$ cat config.mk
export PLATFORM = sky130hd
export DESIGN_NAME = alu_chain_ctrl
export DESIGN_NICKNAME = d
export VERILOG_FILES = /design/src/rtl/alu_chain_ctrl_pkg.sv /design/src/rtl/alu_chain_ctrl.sv
export SDC_FILE = /design/constraint.sdc
export NUM_CORES = 1
export LEC_CHECK = 0
export BUFFER_PORTS_ARGS = -buffer_cell sky130_fd_sc_hd__buf_2
export CAP_MARGIN = 20
export CORE_AREA = 2 2 101 103
export DETAILED_ROUTE_END_ITERATION = 12
export DIE_AREA = 0 0 103 105
export PLACE_DENSITY_LB_ADDON = 0.08
export SYNTH_ARGS = -nofsm -noshare
export SYNTH_HDL_FRONTEND = slang
export SYNTH_SLANG_ARGS = --single-unit
$ cat constraint.sdc
create_clock -name clk -period 2.72 [get_ports clk]
set_input_delay 0.136 -clock clk [delete_from_list [all_inputs] [get_ports clk]]
set_output_delay 0.136 -clock clk [all_outputs]
set_load 0.02 [all_outputs]
$ cat src/rtl/alu_chain_ctrl_pkg.sv
// Shared definitions for masters of the narrow ALU: opcode width, opcodes and
// the sequencer state encoding.
package alu_chain_ctrl_pkg;

  localparam int AC_N = 3;

  localparam logic [AC_N-1:0] AC_AD = 3'd0;
  localparam logic [AC_N-1:0] AC_SB = 3'd1;
  localparam logic [AC_N-1:0] AC_AN = 3'd2;
  localparam logic [AC_N-1:0] AC_OR = 3'd3;
  localparam logic [AC_N-1:0] AC_LS = 3'd4;

  typedef enum logic [1:0] {
    ST_IDLE = 2'd0,
    ST_RUN  = 2'd1,
    ST_DONE = 2'd2
  } state_t;

  // Only add and subtract report a meaningful chained carry/borrow.
  function automatic logic op_is_arith(input logic [AC_N-1:0] code);
    return (code == AC_AD) || (code == AC_SB);
  endfunction

endpackage

$ cat src/rtl/alu_chain_ctrl.sv
// Wide-operation sequencer: runs an N*W-bit op as W slices on an external
// N-bit combinational ALU, LS word first, chaining carry/borrow between slices.
module alu_chain_ctrl
  import alu_chain_ctrl_pkg::*;
#(
  parameter int N = 8,
  parameter int W = 4
) (
  input  logic            clk,
  input  logic            rst,
  input  logic            start,
  input  logic [AC_N-1:0] op,
  input  logic [N*W-1:0]  a,
  input  logic [N*W-1:0]  b,
  input  logic            cin,
  output logic            busy,
  output logic            done,
  output logic [N*W-1:0]  result,
  output logic            zero,
  output logic            carry_out,
  output logic            err,
  output logic [AC_N-1:0] alu_cs,
  output logic [N-1:0]    alu_a,
  output logic [N-1:0]    alu_b,
  output logic            alu_cin,
  input  logic [N-1:0]    alu_s,
  input  logic            alu_zero,
  input  logic            alu_cout
);

  localparam int IW = (W > 1) ? $clog2(W) : 1;
  localparam logic [IW-1:0] LAST_INDEX = IW'(W - 1);

  state_t              state;
  state_t              state_nxt;
  logic [IW-1:0]       index;
  logic [AC_N-1:0]     op_q;
  logic [W-1:0][N-1:0] a_q;
  logic [W-1:0][N-1:0] b_q;
  logic [W-1:0][N-1:0] res_q;
  logic [W-1:0][N-1:0] res_nxt;
  logic                cin_q;
  logic                carry_q;
  logic                carry_nxt;
  logic                err_nxt;
  logic                last;
  logic                accept;
  logic                unused_alu_zero;

  // The slice zero flag only covers one word; zero is rebuilt over the full result.
  assign unused_alu_zero = alu_zero;

  assign busy   = (state == ST_RUN);
  assign done   = (state == ST_DONE);
  assign accept = start && !busy;
  assign last   = (index == LAST_INDEX);
  assign result = res_q;

  always_comb begin
    state_nxt = state;
    case (state)
      ST_IDLE: if (start) state_nxt = ST_RUN;
      ST_RUN:  if (last)  state_nxt = ST_DONE;
      ST_DONE: state_nxt = start ? ST_RUN : ST_IDLE;
      default: state_nxt = ST_IDLE;
    endcase
  end

  // Slice drive and the per-slice result/carry update; ALU bus is parked outside RUN.
  always_comb begin
    alu_cs    = AC_AD;
    alu_a     = '0;
    alu_b     = '0;
    alu_cin   = 1'b0;
    res_nxt   = res_q;
    carry_nxt = carry_q;
    err_nxt   = err;
    if (state == ST_RUN) begin
      alu_a = a_q[index];
      alu_b = b_q[index];
      case (op_q)
        AC_AD, AC_SB: begin
          alu_cs         = op_q;
          alu_cin        = (index == '0) ? cin_q : carry_q;
          carry_nxt      = alu_cout;
          res_nxt[index] = alu_s;
        end
        AC_AN, AC_OR: begin
          alu_cs         = op_q;
          carry_nxt      = 1'b0;
          res_nxt[index] = alu_s;
        end
        AC_LS: begin
          // A<B is the final borrow of A-B; the difference words are thrown away.
          alu_cs    = AC_SB;
          alu_cin   = (index == '0) ? 1'b0 : carry_q;
          carry_nxt = alu_cout;
          if (last) res_nxt = {{(N*W-1){1'b0}}, alu_cout};
        end
        default: begin
          alu_cs    = op_q;
          carry_nxt = 1'b0;
          res_nxt   = '0;
          err_nxt   = 1'b1;
        end
      endcase
    end
  end

  always_ff @(posedge clk) begin
    if (rst) begin
      state     <= ST_IDLE;
      index     <= '0;
      op_q      <= AC_AD;
      a_q       <= '0;
      b_q       <= '0;
      cin_q     <= 1'b0;
      carry_q   <= 1'b0;
      res_q     <= '0;
      zero      <= 1'b0;
      carry_out <= 1'b0;
      err       <= 1'b0;
    end else begin
      state <= state_nxt;
      if (accept) begin
        op_q    <= op;
        a_q     <= a;
        b_q     <= b;
        cin_q   <= cin;
        index   <= '0;
        carry_q <= 1'b0;
        err     <= 1'b0;
        res_q   <= '0;
      end else if (state == ST_RUN) begin
        res_q   <= res_nxt;
        carry_q <= carry_nxt;
        err     <= err_nxt;
        index   <= last ? '0 : index + 1'b1;
        if (last) begin
          zero      <= ~|res_nxt;
          carry_out <= op_is_arith(op_q) ? carry_nxt : 1'b0;
        end
      end
    end
  end

endmodule
==> summary.md, run 1 <==
| Metric | Value |
|---|---|
| Outcome | `finished clean` |
| Max_cap viols | `0` |
| Syn nets | `674` |
| Peak supply drop | `0.269 mV` |
| Nets | `roughly 830` |
| Setup repair after global routing missed its margin | `false` |
| Number of instances resized during post-cts repair | `0` |
| Final routed DRC violation total | `0` |
| Number of violations reported at the end of detailed-routing iteration 0 | `193` |
| Clk root buf | `clkbuf_8` |
| Switching portion of total power | `a little over a quarter` |
| H-Tree Depth | `3` |
| Wire length after detailed routing | `between 10000 and 15000 µm` |
| Share of the yosys chip area belonging to registers | `a little over two fifths` |
| Pin slew with the least headroom to its limit | `649 ps` |
| Latest clock arrival within the worst-skew pair | `360 ps` |
| Layout Skew | `between 6 and 7 ps` |
| Share of post-route cells with drive strength above 1 | `26.1%` |
| Power per unit of standard cell area | `494 mW/mm²` |
| Proportion of synthesized flip-flops having asynchronous set or reset | `0%` |
| Dominant synthesized flop cell | `dfxtp_1` |
| Detail Placement HPWL | `~9000 µm` |
| Number of core rows | `36` |
| Final sum of negative setup slack | `0 ps` |
| Ratio of routed vias to standard cells | `between 5 and 6` |
| Post-synth EDFFs | `0` |
| Die area | `~0.011 mm²` |
| Cell type with the largest total area after synthesis | `dfxtp_1` |
| Filler cell count in the final layout | `867` |
| Number of port buffers | `around 140` |
| Endpoints failing hold | `0` |
| Global route total overflow | `0` |
| Starting density of the core | `51.1%` |
| CTS tree | `yes` |
| Per-instance average area after synthesis | `8.38 µm²` |
| # placed instances | `824` |
| Ant. Diodes | `0` |
| Number of global-route vias before repair | `4526` |
| Area contributors post-synth | `dfxtp_1 (44%), nand2_1 (11%), a21oi_1 (9.9%)` |
| Routed WL per cell | `around 15 µm` |
| Die Wd | `103 µm` |
| Cell area after synthesis | `0.00493 mm²` |
| # setup viols final | `0` |
| Max Clk Rate | `0.427 GHz` |
| Leak | `0.00275 µW` |
| Clock sinks | `108` |
| Switch Pwr | `about 800 µW` |
| Post-synthesis instance total | `588` |
| Worst hold slack after final layout | `11.5 ps` |
| Antenna Violating Nets Remaining | `0` |
| Die height | `about 110 µm` |
| I/O pin count | `~140` |
| Finished Cell Area | `about 0.0063 mm²` |
| Final number of max-transition violations | `0` |
| Clock buffers created by TritonCTS | `9` |
| Share of Yosys cell area claimed by the top area cell type | `43.9%` |
| Tot GR Track Use | `25.3%` |
| Maximum clock insertion buffer count | `2` |
| Global-route wire length before repair | `21800 µm` |
| Worst setup path class | `reg2reg` |
| Number of antenna violations at the first check in global routing | `0` |
| Arrival time of the worst setup path | `approximately 2600 ps` |
| Synth Warn # | `0` |
| Startpoint type of the worst setup path | `flop` |
| Hold/Removal Path Class | `in2reg` |
| Maximum number of pins on one net before global-route repair | `67` |
| Final Wtd Congestion | `0.943` |
| Standard cell core area | `0.00964 mm²` |
| Relative area change from synthesis to final layout | `28.2%` |
| Via count | `4667` |
| Sequential cell fraction of total power | `54.2%` |
| Clock transition at the registers of the reported paths | `90 ps` |
| Flip-flop and latch count after synthesis | `~110` |
| Crit. End Element | `flop` |
| Part of the total power dissipated in the clock network | `just under 30%` |
| Overall power | `3120 µW` |
| Pint | `2300 µW` |
| Share of the clock period used by the worst path | `between 80% and 90%` |
| Required @ worst endpoint | `2990 ps` |
| Iteration count of the initial detailed-routing pass | `5` |
| Headroom to the max-slew limit | `56.7%` |
| Post-detailed-placement cell area | `0.00567 mm²` |
| Combinational cell fraction of total power | `16.0%` |
| Crit Path Max Fanout | `30` |
| Distinct cell type count of the synthesized netlist | `44` |
| Final critical path time including I/O delays and setup | `2340 ps` |
| Final standard cell count with taps included and fillers excluded | `roughly 890` |
critical path, stage by stage, from the launching register on:
cell and delay (ps):
dfxtp_1 530, nand2b_4 170, inv_2 420, o21ai_2 320, a22oi_1 310, nand4_1 160, o41ai_2 330
kinds of logic after synthesis:
family | share of synthesized area [%]
and+or+nand+nor | 22.5
AOI/OAI and AO/OA | 14.5
DFF | 43.9
buffers and inverters | 4.77
muxes | 13.1
adders and majority gates | 1.27
synthesized netlist by cell type (7+ instances only):
cell,n
buf_2,17
a22oi_1,9
dfxtp_1,108
and3b_1,7
clkbuf_1,26
nand2_1,147
nor2_1,55
mux2i_1,18
mux4_2,16
and2_1,18
mux2_2,8
a21oi_1,97
power groups by stage:
| stage | clock (µW) | sequential, µW | combinational, µW |
|---|---|---|---|
| 6_report | 931 | 1690 | 498 |
| 3_5_place_dp | 0 | 1730 | 446 |
| 3_3_place_gp | 0 | 1730 | 438 |
| 4_1_cts | 957 | 1690 | 497 |
| 5_1_grt | 1020 | 1700 | 553 |
| 2_1_floorplan | 0 | 1720 | 303 |
final cells by class:
| class | count | area (µm²) | area share (%) |
|---|---|---|---|
| Clock buffer | 14 | 183 | 2.89 |
| Clock inverter | 1 | 5.00 | 0.0793 |
| Inverter | 7 | 26.3 | 0.416 |
| Multi-Input combinational cell | 427 | 2530 | 40.1 |
| Sequential cell | 108 | 2160 | 34.2 |
| Tap cell | 133 | 166 | 2.64 |
| Timing Repair Buffer | 195 | 1240 | 19.6 |
registers in the layout, summed over array words and instances, names as in the netlist:
register,count
b_q,32
zero,1
index,2
op_q,3
a_q,32
carry_out,1
carry_q,1
cin_q,1
err,1
result,32
state,2
path summary, 6_finish.rpt:
path | from | end | slack (ps) | cells after the start
worst max-delay path | state[0] | zero | 380 | 6
worst min-delay path | b[13] | b_q[13] | 10 | 3
worst max register to register | state[0] | zero | 380 | 6
worst min register to register | carry_q | carry_q | 460 | 2
layer usage:
layer	up-vias	track usage [%]	share of wire [%]
met4	0	10.3	2.6
met2	154	42.8	49
li1	2321	-	-
met1	2167	32.4	43
met3	25	2.88	4.9
met5	-	0	0
metrics by stage:
step,setup WS [ps],util [%]
global placement,482,58.8
detailed placement,421,58.8
CTS,390,65.5
global route,104,65.5
floorplan,222,-
finish,380,65.5
cells in the final DEF (no fill, tap or decap), types with 2 or more instances in the layout:
cell,n
nand2b_1,2
buf_4,13
nor2_1,55
a2bb2oi_1,4
a22oi_1,9
and3_1,2
nand4_1,5
o221ai_1,2
dlygate4sd3_1,46
o21ai_0,6
nor4b_1,2
mux4_2,16
nor3_1,2
buf_2,136
dfxtp_1,108
nand2_1,146
clkbuf_8,13
inv_1,6
mux2i_1,18
ha_1,5
and2_1,17
nor2b_1,4
a21oi_1,97
mux2_2,8
and3b_1,7
what timing repair did:
item | CTS | global route
buffers inserted | 0 | 0
endpoints found under the hold margin | 46 | 0
hold buffers | 46 | 0
(Power assumes the default switching activity.)
==> run 2: changes to the inputs <==
- CORE_AREA: 2 2 101 103 -> 2 2 106 108
- DIE_AREA: 0 0 103 105 -> 0 0 108 110
- clock period: 2.72 -> 1.9 ns (I/O delays scaled with it)
==> run 2 against run 1 <==
  * First-iteration DRC count is 4.7% lower
  * Critical path depth is 2 lower
  * Register-to-register slack worse by 340 ps
==> summary.md, run 2 (synthesized netlist as in run 1, its figures left out) <==
| Metric | Value |
|---|---|
| Latest clock arrival within the worst-skew pair | `370 ps (about the same)` |
| Routed WL per cell | `15.0 µm (+0.24%)` |
| Detail Placement HPWL | `9200 µm (+2.2%)` |
| Max Clk Rate | `0.532 GHz` |
| Number of violations reported at the end of detailed-routing iteration 0 | `184 (-4.7%)` |
| Crit path cell chain | `buf_12 > mux4_2 > and2_1 > buf_2` |
| Share of the clock period used by the worst path | `98.9%` |
| Number of antenna violations at the first check in global routing | `0 (unchanged)` |
| H-Tree Depth | `3 (unchanged)` |
| Die height | `110 µm (+4.8%)` |
| Endpoints failing hold | `0 (unchanged)` |
| Final sum of negative setup slack | `0 ps (unchanged)` |
| Iteration count of the initial detailed-routing pass | `5 (unchanged)` |
| Wire length after detailed routing | `14000 µm (+5.9%)` |
| Finished Cell Area | `0.00698 mm² (+11%)` |
| Maximum clock insertion buffer count | `2 (unchanged)` |
| Crit Path Max Fanout | `7 (-77%)` |
| Startpoint type of the worst setup path | `flop` |
| Global-route wire length before repair | `21900 µm (+0.54%)` |
| Final Wtd Congestion | `0.893 (-5.3%)` |
| Post-detailed-placement cell area | `0.00586 mm² (+3.4%)` |
| Number of core rows | `38 (+5.6%)` |
| Peak supply drop | `0.409 mV (+52%)` |
| I/O pin count | `138 (unchanged)` |
| Clock sinks | `108 (unchanged)` |
| Clk root buf | `clkbuf_8` |
| Post-layout util | `65.3% (-0.26 points)` |
| Number of port buffers | `136 (unchanged)` |
| Cell with the biggest individual delay on the critical path | `mux4_2` |
| Hold/Removal Path Class | `in2reg` |
| Ant. Diodes | `0 (unchanged)` |
| Filler cell count in the final layout | `913 (+5.3%)` |
| Final routed DRC violation total | `0 (unchanged)` |
| Setup repair after global routing missed its margin | `true` |
| Via count | `4875 (+4.5%)` |
| Final number of max-transition violations | `0 (unchanged)` |
| Crit. End Element | `output pin` |
| Leak | `0.00300 µW (+9.0%)` |
| Clock buffers created by TritonCTS | `9 (unchanged)` |
| CTS tree | `yes` |
| Headroom to the max-slew limit | `65.9% (+9.2 points)` |
| Outcome | `finished clean` |
| Die Wd | `108 µm (+4.9%)` |
| Max_cap viols | `0 (unchanged)` |
| Maximum number of pins on one net before global-route repair | `69 (+3.0%)` |
| Antenna Violating Nets Remaining | `0 (unchanged)` |
| Arrival time of the worst setup path | `1780 ps (-830 ps)` |
| Power per unit of standard cell area | `683 mW/mm² (+38%)` |
| Clock transition at the registers of the reported paths | `100 ps (about the same)` |
| # setup viols final | `0 (unchanged)` |
| Delay of the slowest critical-path stage | `480 ps (-50 ps)` |
| Starting density of the core | `46.1% (-5.1 points)` |
| Pin slew with the least headroom to its limit | `511 ps (-138 ps)` |
| Most frequent cells in the layout | `nand2_1 (146), buf_2 (124), dfxtp_1 (105), a21oi_1 (97), dlygate4sd3_1 (69)` |
| Share of post-route cells with drive strength above 1 | `30.4% (+4.4 points)` |
| Worst hold slack after final layout | `33.3 ps (+21.8 ps)` |
| Final critical path time including I/O delays and setup | `about 1900 ps` |
| Global route total overflow | `0 (unchanged)` |
| Tot GR Track Use | `23.4% (-1.9 points)` |
| Die area | `0.0119 mm² (+9.8%)` |
| Nets | `877 (+5.2%)` |
| Leading cell type in the layout, fill and taps excluded | `nand2_1` |
| Required @ worst endpoint | `1800 ps (-1190 ps)` |
| Ratio of routed vias to standard cells | `5.21 (-1.1%)` |
| Relative area change from synthesis to final layout | `41.7%` |
| Standard cell core area | `0.0107 mm² (+11%)` |
| Number of global-route vias before repair | `4636 (+2.4%)` |
| Layout Skew | `9.81 ps (+3.23 ps)` |
| Worst setup path class | `reg2out` |
run 2: cell count changes in the layout (fill, tap and decap cells not counted), sizes merged:
cell         delta
dlygate4sd3    +23
clkinvlp        +1
clkbuf          -2
bufinv          +2
buf            +19
clkinv          -1
inv             +1
run 2: stage by stage:
stage,total power [µW],cells,setup WS (ps)
2_1_floorplan,2920,588,-47.3
3_3_place_gp,3140,844,24.8
3_5_place_dp,3160,844,12.4
4_1_cts,4760,932,-17.0
5_1_grt,5000,935,-84.4
6_report,4770,935,20.2
run 2: path summary, 6_finish.rpt:
path                 start  endpoint  slack, ps  depth (start not counted)
setup / recovery  index[0]  alu_b[0]         20                          4
hold reg to reg    b_q[26]   b_q[26]        460                          2
setup reg to reg  index[0]      zero         40                          6
hold / removal    alu_cout   carry_q         30                          3
run 2: cell type report:
type	count	area, µm²	area share (%)
Tap cell	140	175	2.51
Sequential cell	108	2170	31.1
Clock buffer	11	131	1.88
Clock inverter	4	73.8	1.06
Multi-Input combinational cell	427	2640	37.9
Inverter	7	31.3	0.448
Timing Repair Buffer	238	1760	25.2
run 2: power by group:
part | internal, µW | leakage (µW) | total [µW] | switching [µW]
logic | 422 | 0.00202 | 845 | 424
clock network | 739 | 0.0000999 | 1500 | 761
registers | 2360 | 0.000883 | 2420 | 61.0
total | 3520 | 0.00300 | 4770 | 1250
run 2: per-layer routing:
metal | GRT usage (%) | vias up | share of wire (%)
met1 | 28.8 | 2276 | 42
met4 | 10.1 | 0 | 2.8
met5 | 0 | - | 0
met3 | 5.11 | 34 | 5.6
li1 | - | 2401 | -
met2 | 39.5 | 164 | 50
run 2: timing repair:
action | 4_1_cts | 5_1_grt
resized for setup | 10 | 38
setup buffers | 4 | 2
hold endpoints to repair | 69 | 0
hold buffers | 69 | 0
setup endpoints to repair | 15 | 18
cloned | 0 | 1
pin swaps | 1 | 7
run 2: worst max-delay path, delay by kind of cell (launching register included):
kind                   cells  cell delay (ps)
AND/OR/NAND/NOR            1              190
flip-flops                 1              440
multiplexers               1              480
buffers and inverters      2              320
